### src/rtl/btn_debounce_multi.sv
// N-channel push-button conditioner: synchroniser, stable-count debounce, press/release strobes.
// Optional auto-repeat of press_o while a button is held: define BTN_AUTOREPEAT_EN.
module btn_debounce_multi #(
   parameter int N_BTN         = 5,
   parameter int STABLE_CYCLES = 500000,
   parameter int SYNC_STAGES   = 2,
   parameter int REPEAT_DELAY  = 50000000,
   parameter int REPEAT_PERIOD = 10000000
) (
   input  logic             clk,
   input  logic             rst,
   input  logic [N_BTN-1:0] btn_i,
   output logic [N_BTN-1:0] btn_o,
   output logic [N_BTN-1:0] press_o,
   output logic [N_BTN-1:0] release_o,
   output logic             any_press_o
);

   localparam int CNT_W = $clog2(STABLE_CYCLES);
   localparam logic [CNT_W-1:0] CNT_MAX = CNT_W'(STABLE_CYCLES - 1);

   generate
      if ((STABLE_CYCLES < 2) || (SYNC_STAGES < 2) || (REPEAT_DELAY < 1) || (REPEAT_PERIOD < 1))
      begin : g_bad_param
         $error("btn_debounce_multi: illegal parameter value");
      end
   endgenerate

   logic [N_BTN-1:0] w_press_nxt;
   logic             r_any_press;

   genvar g;
   generate
      for (g = 0; g < N_BTN; g++) begin : g_ch
         logic [SYNC_STAGES-1:0] r_sync;
         logic [CNT_W-1:0]       r_cnt;
         logic                   r_btn;
         logic                   r_press;
         logic                   r_release;
         logic                   w_sync;
         logic                   w_accept;
         logic                   w_rise;
         logic                   w_fall;

         assign w_sync   = r_sync[SYNC_STAGES-1];
         assign w_accept = (w_sync != r_btn) && (r_cnt == CNT_MAX);
         assign w_rise   = w_accept & w_sync;
         assign w_fall   = w_accept & ~w_sync;

         always_ff @(posedge clk or posedge rst) begin
            if (rst) begin
               r_sync <= '0;
            end else begin
               r_sync <= {r_sync[SYNC_STAGES-2:0], btn_i[g]};
            end
         end

         // Any return to the accepted level restarts the window from zero.
         always_ff @(posedge clk or posedge rst) begin
            if (rst) begin
               r_cnt <= '0;
               r_btn <= 1'b0;
            end else if (w_sync == r_btn) begin
               r_cnt <= '0;
            end else if (w_accept) begin
               r_btn <= w_sync;
               r_cnt <= '0;
            end else begin
               r_cnt <= r_cnt + 1'b1;
            end
         end

`ifdef BTN_AUTOREPEAT_EN
         localparam int REP_MAX = (REPEAT_DELAY > REPEAT_PERIOD) ? REPEAT_DELAY : REPEAT_PERIOD;
         localparam int REP_W   = $clog2(REP_MAX + 1);

         logic [REP_W-1:0] r_rep_cnt;
         logic             r_rep_first;
         logic [REP_W-1:0] w_rep_target;
         logic             w_rep_fire;

         assign w_rep_target = r_rep_first ? REP_W'(REPEAT_DELAY - 1) : REP_W'(REPEAT_PERIOD - 1);
         // A repeat due on the release edge is dropped so press and release never coincide.
         assign w_rep_fire   = r_btn && !w_fall && (r_rep_cnt == w_rep_target);

         always_ff @(posedge clk or posedge rst) begin
            if (rst) begin
               r_rep_cnt   <= '0;
               r_rep_first <= 1'b1;
            end else if (!r_btn || w_fall) begin
               r_rep_cnt   <= '0;
               r_rep_first <= 1'b1;
            end else if (w_rep_fire) begin
               r_rep_cnt   <= '0;
               r_rep_first <= 1'b0;
            end else begin
               r_rep_cnt <= r_rep_cnt + 1'b1;
            end
         end

         assign w_press_nxt[g] = w_rise | w_rep_fire;
`else
         assign w_press_nxt[g] = w_rise;
`endif

         always_ff @(posedge clk or posedge rst) begin
            if (rst) begin
               r_press   <= 1'b0;
               r_release <= 1'b0;
            end else begin
               r_press   <= w_press_nxt[g];
               r_release <= w_fall;
            end
         end

         assign btn_o[g]     = r_btn;
         assign press_o[g]   = r_press;
         assign release_o[g] = r_release;
      end
   endgenerate

   always_ff @(posedge clk or posedge rst) begin
      if (rst) begin
         r_any_press <= 1'b0;
      end else begin
         r_any_press <= |w_press_nxt;
      end
   end

   assign any_press_o = r_any_press;

endmodule

### config.mk
export PLATFORM = sky130hd
export DESIGN_NAME = btn_debounce_multi
export DESIGN_NICKNAME = d
export VERILOG_FILES = /design/src/rtl/btn_debounce_multi.sv
export SDC_FILE = /design/constraint.sdc
export NUM_CORES = 1
export LEC_CHECK = 0
export ABC_AREA = 1
export CORE_MARGIN = 5
export CORE_UTILIZATION = 55
export CTS_CLUSTER_SIZE = 20
export DETAILED_ROUTE_END_ITERATION = 8
export PLACE_DENSITY = 0.85
export SLEW_MARGIN = 20
export SYNTH_ARGS = -nofsm -noshare
export SYNTH_HDL_FRONTEND = slang
export SYNTH_SLANG_ARGS = --single-unit
### constraint.sdc
create_clock -name clk -period 5.7 [get_ports clk]
set_clock_uncertainty 0.1 [all_clocks]
set_input_delay 1.71 -clock clk [delete_from_list [all_inputs] [get_ports clk]]
set_output_delay 1.71 -clock clk [all_outputs]
set_load 0.1 [all_outputs]
==> flow_metrics.py, run 1 <==
metrics = {
    "setup_path": {
        "crit_type": "reg -> out",
        "cp_num_buf_inv": 1,
        "cp_data_arrival_time_ps": 1970,
        "rr_worst_depth": 9,
        "end_kind": "output pin",
        "crit_fanout": 3,
        "crit_chain": "clkdlybuf4s50_1",
        "startpoint_type": "flop",
        "crit_family": "buffers and inverters",
        "worstSetupPathDepth": 1,
        "cpPeakStageDelay_ps": 1150,
        "slowest_stage": "clkdlybuf4s50_1",
        "cp.required_ps": 3890,
    },
    "sta": {
        "finalMaxSlewViolations": 0,
        "slew_headroom_pct": 34.4,
        "setup_violations": 0,
        "worstMarginPinSlew_ps": 980,
        "period_share_pct": 66.3,
        "fin_ws_ps": 1920,
        "hold_ws_ps": 249,
        "grt_setup_unrepaired": "false",
        "min_period_ps": 3780,
        "hold_violations": 0,
        "tns_ps": 0,
        "fmax_mhz": 265,
    },
    "placement": {
        "place_inst": 941,
        "dp_slack_ps": 2350,
        "port_buffers": 22,
        "place_congestion": 0.892,
        "placed_cell_area_sq_um": 6590,
        "dp_hpwl_mm": 8.60,
    },
    "clock_tree": {
        "htree_levels": 4,
        "cts_tree": "built",
        "cts_buffers": 17,
        "insertion_delay_ps": 420,
        "clk_path_buf_depth": 2,
        "numClockSinks": 121,
        "cts_hold_buf": 0,
        "clkTransAtPathRegs_ps": 50,
        "postCtsSetupRepairBufs": 0,
        "cts_root_buf": "clkbuf_16",
        "cts-resized-gates": 0,
    },
    "power": {
        "p_leak_nw": 3.18,
        "cellPowerDensity_nw_per_um2": 291,
        "finalPower_mw": 2.11,
        "ir_drop_mv": 0.263,
    },
    "route": {
        "vias": 5067,
        "routed_wl_mm": 12.8,
        "vias_per_cell": 5.21,
        "drc": 0,
        "ant_nets": 0,
        "drt_iter0_markers": 313,
        "wire_per_inst_um": 13.2,
        "dr.pass1.iters": 5,
    },
    "finish": {
        "final_cell_mix": "183 x nor2_1, 141 x nand2_1, 121 x dfrtp_1",
        "num_antenna_cells": 0,
        "area_growth_pct": 14.7,
        "final_nets": 829,
        "finalCoreUtilization_pct": 63.9,
        "finalInstanceArea_sq_um": 7240,
        "instances_no_fill": 973,
        "drive_above_1_share_pct": 10.4,
        "final_common_cell": "nor2_1",
    },
    "synthesis": {
        "synth-main-ff-cell": "dfrtp_1",
        "ys_seq_area_share_pct": 48.0,
        "synthCells": 793,
        "synth_area_sq_um": 6310,
        "synth_nets": 805,
        "synth.distinct_cells": 32,
        "ys_ff_latch": 121,
        "async_reset_ff_share_pct": 100,
        "synth_edf_count": 0,
        "yosys_warnings": 0,
        "syn_area_per_cell_sq_um": 7.96,
    },
    "flow_run": {
        "maxCapViolations": 0,
    },
    "die": {
        "core_sq_um": 11300,
        "die_h_um": 117,
        "die_area_sq_um": 13700,
        "die_w_um": 117,
        "rows": 39,
        "io-pin-count": 23,
        "initial_core_util_pct": 55.7,
    },
    "global_route": {
        "grt_usage_pct": 20.9,
        "overflow": 0,
        "antenna_found_initial": 0,
        "grt_pass1_wl_mm": 22.4,
        "grt_max_degree": 60,
        "grt_pass1_vias": 4971,
    },
    "outcome": {
        "status": "complete, no violations",
    },
    "min_path": {
        "min_path_type": "reg -> reg",
        "min_path_cells": 0,
    },
}
worst register-to-register path, cell delays in order (launching register included):
cell     delay, ps
dfrtp_1        390
ha_1           190
nand2_1        100
nor2_4         170
nand2_1         80
nor2_1         160
nand3_1        220
nand2_1        130
nor2_1          70
nand2_1         90
metal layers:
| metal | GRT usage, % | part of all wire, % | vias up |
|---|---|---|---|
| met1 | 27.2 | 45 | 2371 |
| met4 | 7.34 | 1.9 | 0 |
| met3 | 5.60 | 6.0 | 23 |
| li1 | - | - | 2519 |
| met5 | 0 | 0 | - |
| met2 | 33.8 | 47 | 154 |
final cells by class:
cell class	count	area, sq um
Clock buffer	19	443
Clock inverter	13	200
Fill cell	898	4090
Inverter	101	382
Multi-Input combinational cell	552	2770
Sequential cell	121	3030
Tap cell	143	179
Timing Repair Buffer	24	235
path summary, 6_finish.rpt:
path | from | to | slack (ps)
min | g_ch[1].r_sync[0] | g_ch[1].r_sync[1] | 250
min reg2reg | g_ch[1].r_sync[0] | g_ch[1].r_sync[1] | 250
min in group asynchronous | rst | g_ch[3].r_btn | 1660
max in group asynchronous | rst | g_ch[0].r_sync[1] | 2930
max reg2reg | g_ch[1].r_cnt[0] | any_press_o | 3930
max | g_ch[2].r_btn | btn_o[2] | 1920
registers in the layout (all words and copies together), names as in the netlist:
signal	count
g_ch.r_release	5
g_ch.r_btn	5
g_ch.r_sync	10
any_press_o	1
g_ch.r_press	5
g_ch.r_cnt	95
synth_stat cells (12+ instances only):
cell	n	area, sq um
nand2_1	141	529
xor2_1	29	254
nand2_2	12	75.1
dfrtp_1	121	3030
nor2_2	14	87.6
nand3_1	51	255
inv_1	97	364
nand4_1	21	131
a21oi_1	15	75.1
nor3_1	24	120
nor2_1	183	687
buf_4	16	120
cell families (layout without fill, tap and decap cells):
kind of cell / after synthesis / after routing / synth area share, %
and+or+nand+nor: 475 / 475 / 34.4
adders and majority gates: 5 / 5 / 0.991
buffers and inverters: 120 / 157 / 8.15
AOI/OAI and AO/OA: 31 / 31 / 2.64
xor gates and xnor gates: 41 / 41 / 5.81
DFF: 121 / 121 / 48.0
power breakdown:
part	switching [mW]	total [mW]	leakage, nW	internal (mW)
Sequential	0.0106	0.883	1.66	0.872
Combinational	0.0427	0.0595	1.22	0.0168
Clock	0.381	1.16	0.305	0.782
Note: power is estimated with default switching activity, not from simulation.
==> inputs of run 2 (changes only) <==
--- a/config.mk
+++ b/config.mk
@@ -10,7 +10,7 @@
 export CORE_UTILIZATION = 55
 export CTS_CLUSTER_SIZE = 20
 export DETAILED_ROUTE_END_ITERATION = 8
-export PLACE_DENSITY = 0.85
+export PLACE_DENSITY = 0.88
 export SLEW_MARGIN = 20
 export SYNTH_ARGS = -nofsm -noshare
 export SYNTH_HDL_FRONTEND = slang
==> constraint.sdc (replaced) <==
create_clock -name clk -period 3.47 [get_ports clk]
set_clock_uncertainty 0.1 [all_clocks]
set_input_delay 1.041 -clock clk [delete_from_list [all_inputs] [get_ports clk]]
set_output_delay 1.041 -clock clk [all_outputs]
set_load 0.1 [all_outputs]
==> run 2 against run 1 <==
Critical path depth stayed put. Sequential share of layout area is 0.66 points higher. Clock power is 45% higher. Sequential cell count stayed put. Combinational power is 64% higher.
==> flow_metrics.py, run 2 (same netlist as run 1, synthesis figures left out) <==
metrics = {
    "setup_path": {
        "r2r_start": "g_ch[1].r_cnt[0]",
        "cp_num_buf_inv": 1,
        "crit_type": "reg -> out",
        "end_kind": "output pin",
        "cpPeakStageDelay_ps": 400,
        "crit_fanout": 3,
        "crit_path_start": "g_ch[2].r_btn",
        "cp.required_ps": 2330,
        "crit_family": "flip-flops",
        "cp_data_arrival_time_ps": 1130,
        "crit_chain": "buf_4",
        "slowest_stage": "dfrtp_1",
        "startpoint_type": "flop",
    },
    "clock_tree": {
        "numClockSinks": 121,
        "cts_buffers": 17,
        "clk_path_buf_depth": 2,
        "postCtsSetupRepairBufs": 0,
        "htree_levels": 4,
        "cts-resized-gates": 0,
        "cts_root_buf": "clkbuf_16",
        "cts_tree": "built",
        "insertion_delay_ps": 420,
        "clkTransAtPathRegs_ps": 50,
        "cts_hold_buf": 0,
    },
    "die": {
        "die_area_sq_um": 13700,
        "die_w_um": 117,
        "die_h_um": 117,
        "io-pin-count": 23,
        "rows": 39,
        "core_sq_um": 11300,
        "initial_core_util_pct": 55.7,
    },
    "global_route": {
        "grt_pass1_wl_mm": 21.6,
        "antenna_found_initial": 0,
        "grt_pass1_vias": 4895,
        "overflow": 0,
        "grt_max_degree": 122,
        "grt_usage_pct": 20.4,
    },
    "placement": {
        "place_congestion": 0.897,
        "dp_hpwl_mm": 8.56,
        "port_buffers": 22,
    },
    "route": {
        "routed_wl_mm": 12.6,
        "vias": 5053,
        "vias_per_cell": 5.20,
        "drc": 0,
        "drt_iter0_markers": 318,
        "dr.pass1.iters": 7,
        "wire_per_inst_um": 12.9,
        "ant_nets": 0,
    },
    "sta": {
        "min_period_ps": 2270,
        "tns_ps": 0,
        "period_share_pct": 65.5,
        "grt_setup_unrepaired": "false",
        "fmax_mhz": 440,
        "setup_violations": 0,
        "hold_violations": 0,
        "worstMarginPinSlew_ps": 655,
        "slew_headroom_pct": 56.3,
        "finalMaxSlewViolations": 0,
    },
    "finish": {
        "finalCoreUtilization_pct": 62.9,
        "area_growth_pct": 12.9,
        "final_common_cell": "nor2_1",
        "final_cell_mix": "183 x nor2_1, 141 x nand2_1, 121 x dfrtp_1",
        "final_nets": 828,
        "top_regs": "g_ch.r_cnt: 95 flops, g_ch.r_sync: 10 flops",
        "top_register": "g_ch.r_cnt",
        "num_antenna_cells": 0,
        "n_fill_cell": 928,
        "largest_reg_flops": 95,
        "drive_above_1_share_pct": 11.9,
    },
    "power": {
        "ir_drop_mv": 0.391,
        "p_leak_nw": 3.17,
        "cellPowerDensity_nw_per_um2": 453,
    },
    "flow_run": {
        "maxCapViolations": 0,
    },
    "outcome": {
        "status": "complete, no violations",
    },
    "min_path": {
        "min_path_type": "reg -> reg",
        "min_from": "g_ch[3].r_sync[0]",
    },
}
==> run 2: path summary, 6_finish.rpt <==
kind / slack, ps / cells past startpoint / end
hold / removal: 250 / 0 / g_ch[3].r_sync[1]
min in group asynchronous: 1010 / 3 / g_ch[1].r_btn
max in group asynchronous: 1730 / 3 / g_ch[4].r_cnt[17]
hold reg to reg: 250 / 0 / g_ch[3].r_sync[1]
setup / recovery: 1200 / 1 / btn_o[2]
setup reg to reg: 1710 / 8 / g_ch[1].r_cnt[0]
==> run 2: report_power, final <==
group	internal [mW]	leakage [nW]	switching, mW
clock	1.05	0.266	0.628
combinational	0.0284	1.25	0.0694
sequential	1.43	1.66	0.0181
total	2.51	3.17	0.716
==> run 2: routing by layer <==
metal  share of wire [%]  global-route usage [%]  vias up  wire [um]
li1                    -                       -     2529          -
met2                  49                    33.4      132       6170
met5                   0                       0        -          0
met3                 4.8                    6.38       22        597
met4                 1.8                    9.10        0        228
met1                  44                    24.8     2370       5570
==> run 2: cell type report <==
class	count	area [sq um]	area share [%]
clock buffers	20	437	6.13
clock inverters	12	128	1.79
inverters	101	383	5.38
multi-input cells	552	2770	38.9
flip-flops and latches	121	3030	42.5
well taps	143	179	2.51
repair buffers	23	200	2.81
==> run 2: per-stage QoR <==
stage | total power, mW | instances | hold WS (ps) | instance area [sq um] | setup slack [ps]
after floorplan | 1.54 | 793 | 231 | 6310 | 846
after global routing | 3.33 | 972 | 258 | 7120 | 1120
after global placement | 1.57 | 940 | 235 | 6560 | 1300
after CTS | 3.25 | 972 | 254 | 7120 | 1170
final | 3.23 | 972 | 252 | 7120 | 1200
after detailed placement | 1.57 | 940 | 236 | 6560 | 1310
==> inputs of run 3 (changes only) <==
--- a/config.mk
+++ b/config.mk
@@ -10,7 +10,7 @@
 export CORE_UTILIZATION = 55
 export CTS_CLUSTER_SIZE = 20
 export DETAILED_ROUTE_END_ITERATION = 8
-export PLACE_DENSITY = 0.88
+export PLACE_DENSITY = 0.85
 export SLEW_MARGIN = 20
 export SYNTH_ARGS = -nofsm -noshare
 export SYNTH_HDL_FRONTEND = slang
==> constraint.sdc (replaced) <==
create_clock -name clk -period 2.38 [get_ports clk]
set_clock_uncertainty 0.1 [all_clocks]
set_input_delay 0.714 -clock clk [delete_from_list [all_inputs] [get_ports clk]]
set_output_delay 0.714 -clock clk [all_outputs]
set_load 0.1 [all_outputs]
==> run 3 against run 2 <==
Setup slack worse by 720 ps. Register-to-register slack worse by 1000 ps. Critical path depth stayed put. Non-clock buffer count is 1 higher. Final cell count is 0.10% higher. Die area stayed put. Combinational power is 50% higher. Via count is 0.18% lower. Worst hold slack worse by 2.8 ps. Sequential power is 46% higher. Global-route usage is 0.27 points higher. Sequential cell count stayed put. Critical endpoint is now btn_o[1].
==> flow_metrics.py, run 3 (same netlist as run 1, synthesis figures left out) <==
metrics = {
    "flow_run": {
        "maxCapViolations": 0,
    },
    "global_route": {
        "antenna_found_initial": 0,
        "grt_pass1_vias": 5085,
        "grt_usage_pct": 20.6,
        "overflow": 0,
        "grt_max_degree": 65,
        "grt_pass1_wl_mm": 22.3,
    },
    "outcome": {
        "status": "complete, no violations",
    },
    "setup_path": {
        "cp_num_buf_inv": 1,
        "cpPeakStageDelay_ps": 370,
        "cp.required_ps": 1570,
        "crit_family": "flip-flops",
        "startpoint_type": "flop",
        "crit_type": "reg -> out",
        "crit_chain": "buf_4",
        "slowest_stage": "dfrtp_1",
        "cp_data_arrival_time_ps": 1090,
        "end_kind": "output pin",
        "crit_fanout": 3,
    },
    "die": {
        "initial_core_util_pct": 55.7,
        "die_h_um": 117,
        "rows": 39,
        "die_area_sq_um": 13700,
        "io-pin-count": 23,
        "die_w_um": 117,
        "core_sq_um": 11300,
    },
    "power": {
        "p_leak_nw": 3.19,
        "ir_drop_mv": 0.678,
        "cellPowerDensity_nw_per_um2": 654,
        "p_clk_share_pct": 51.7,
        "switchingPower_mw": 1.10,
        "p_comb_share_pct": 3.1,
        "seq_power_share_pct": 45.1,
        "p_sw_share_pct": 23.4,
        "p_int_mw": 3.58,
    },
    "sta": {
        "slew_headroom_pct": 63.0,
        "finalMaxSlewViolations": 0,
        "fmax_mhz": 526,
        "hold_ws_ps": 249,
        "worstMarginPinSlew_ps": 552,
        "setup_violations": 0,
        "tns_ps": 0,
        "min_period_ps": 1900,
        "period_share_pct": 80.0,
        "grt_setup_unrepaired": "false",
        "fin_ws_ps": 477,
        "hold_violations": 0,
    },
    "route": {
        "wire_per_inst_um": 12.7,
        "vias_per_cell": 5.18,
        "ant_nets": 0,
        "routed_wl_mm": 12.4,
        "dr.pass1.iters": 5,
        "drt_iter0_markers": 405,
        "drc": 0,
        "vias": 5044,
    },
    "clock_tree": {
        "htree_levels": 4,
        "numClockSinks": 121,
        "cts_buffers": 17,
        "cts-resized-gates": 0,
        "clkTransAtPathRegs_ps": 60,
        "cts_hold_buf": 0,
        "insertion_delay_ps": 410,
        "cts_root_buf": "clkbuf_16",
        "postCtsSetupRepairBufs": 0,
        "clk_path_buf_depth": 2,
        "cts_tree": "built",
    },
    "finish": {
        "final_nets": 829,
        "final_common_cell": "nor2_1",
        "top_register": "g_ch.r_cnt",
        "num_antenna_cells": 0,
        "final_cell_mix": "183 x nor2_1, 141 x nand2_1, 121 x dfrtp_1",
        "drive_above_1_share_pct": 12.4,
        "largest_reg_flops": 95,
        "area_growth_pct": 13.5,
        "top_regs": "g_ch.r_cnt: 95 flops, g_ch.r_sync: 10 flops",
    },
    "placement": {
        "port_buffers": 22,
        "dp_hpwl_mm": 8.69,
        "dp_slack_ps": 686,
        "place_congestion": 0.896,
    },
    "min_path": {
        "min_path_type": "reg -> reg",
    },
}
run 3: cell types whose count changed in the layout (fill, tap and decap cells not counted), sizes merged:
| cell | change |
|---|---|
| bufinv | -1 |
| clkbuf | -3 |
| buf | +1 |
| inv | +4 |
| clkinv | +1 |
| clkinvlp | -1 |
run 3: per-stage QoR:
step | power, mW | util, % | cell area, sq um | instances
finish | 4.68 | 63.3 | 7160 | 973
global route | 4.85 | 63.3 | 7160 | 973
CTS | 4.74 | 63.3 | 7160 | 973
detailed placement | 2.30 | 58.2 | 6590 | 941
global placement | 2.29 | 58.2 | 6590 | 941
floorplan | 2.24 | - | 6310 | 793
run 3: cell type report:
type / instances / area [sq um]
Fill cell: 934 / 4160
Clock buffer: 17 / 425
Inverter: 101 / 383
Tap cell: 143 / 179
Multi-Input combinational cell: 552 / 2770
Timing Repair Buffer: 24 / 233
Sequential cell: 121 / 3030
Clock inverter: 15 / 145
run 3: metal layers:
layer / vias up / part of all wire [%] / global-route usage (%)
li1: 2535 / - / -
met1: 2383 / 44 / 25.7
met2: 107 / 49 / 34.5
met3: 19 / 5.1 / 5.66
met4: 0 / 1.6 / 7.72
met5: - / 0 / 0
run 3: path summary, 6_finish.rpt:
kind / to / startpoint / cells after the start / slack, ps
setup reg to reg: g_ch[2].r_cnt[14] / g_ch[2].r_cnt[0] / 8 / 670
hold reg to reg: g_ch[3].r_sync[1] / g_ch[3].r_sync[0] / 0 / 250
max in group asynchronous: g_ch[4].r_btn / rst / 3 / 1230
min in group asynchronous: g_ch[3].r_press / rst / 3 / 660
hold / removal: g_ch[3].r_sync[1] / g_ch[3].r_sync[0] / 0 / 250
setup / recovery: btn_o[1] / g_ch[1].r_btn / 1 / 480
run 3: power groups by stage:
| stage | Clock, mW | Sequential, mW | Combinational, mW |
|---|---|---|---|
| after global routing | 2.57 | 2.12 | 0.169 |
| after CTS | 2.48 | 2.11 | 0.153 |
| after floorplan | 0 | 2.14 | 0.100 |
| after global placement | 0 | 2.15 | 0.144 |
| after detailed placement | 0 | 2.15 | 0.149 |
| final | 2.42 | 2.11 | 0.147 |
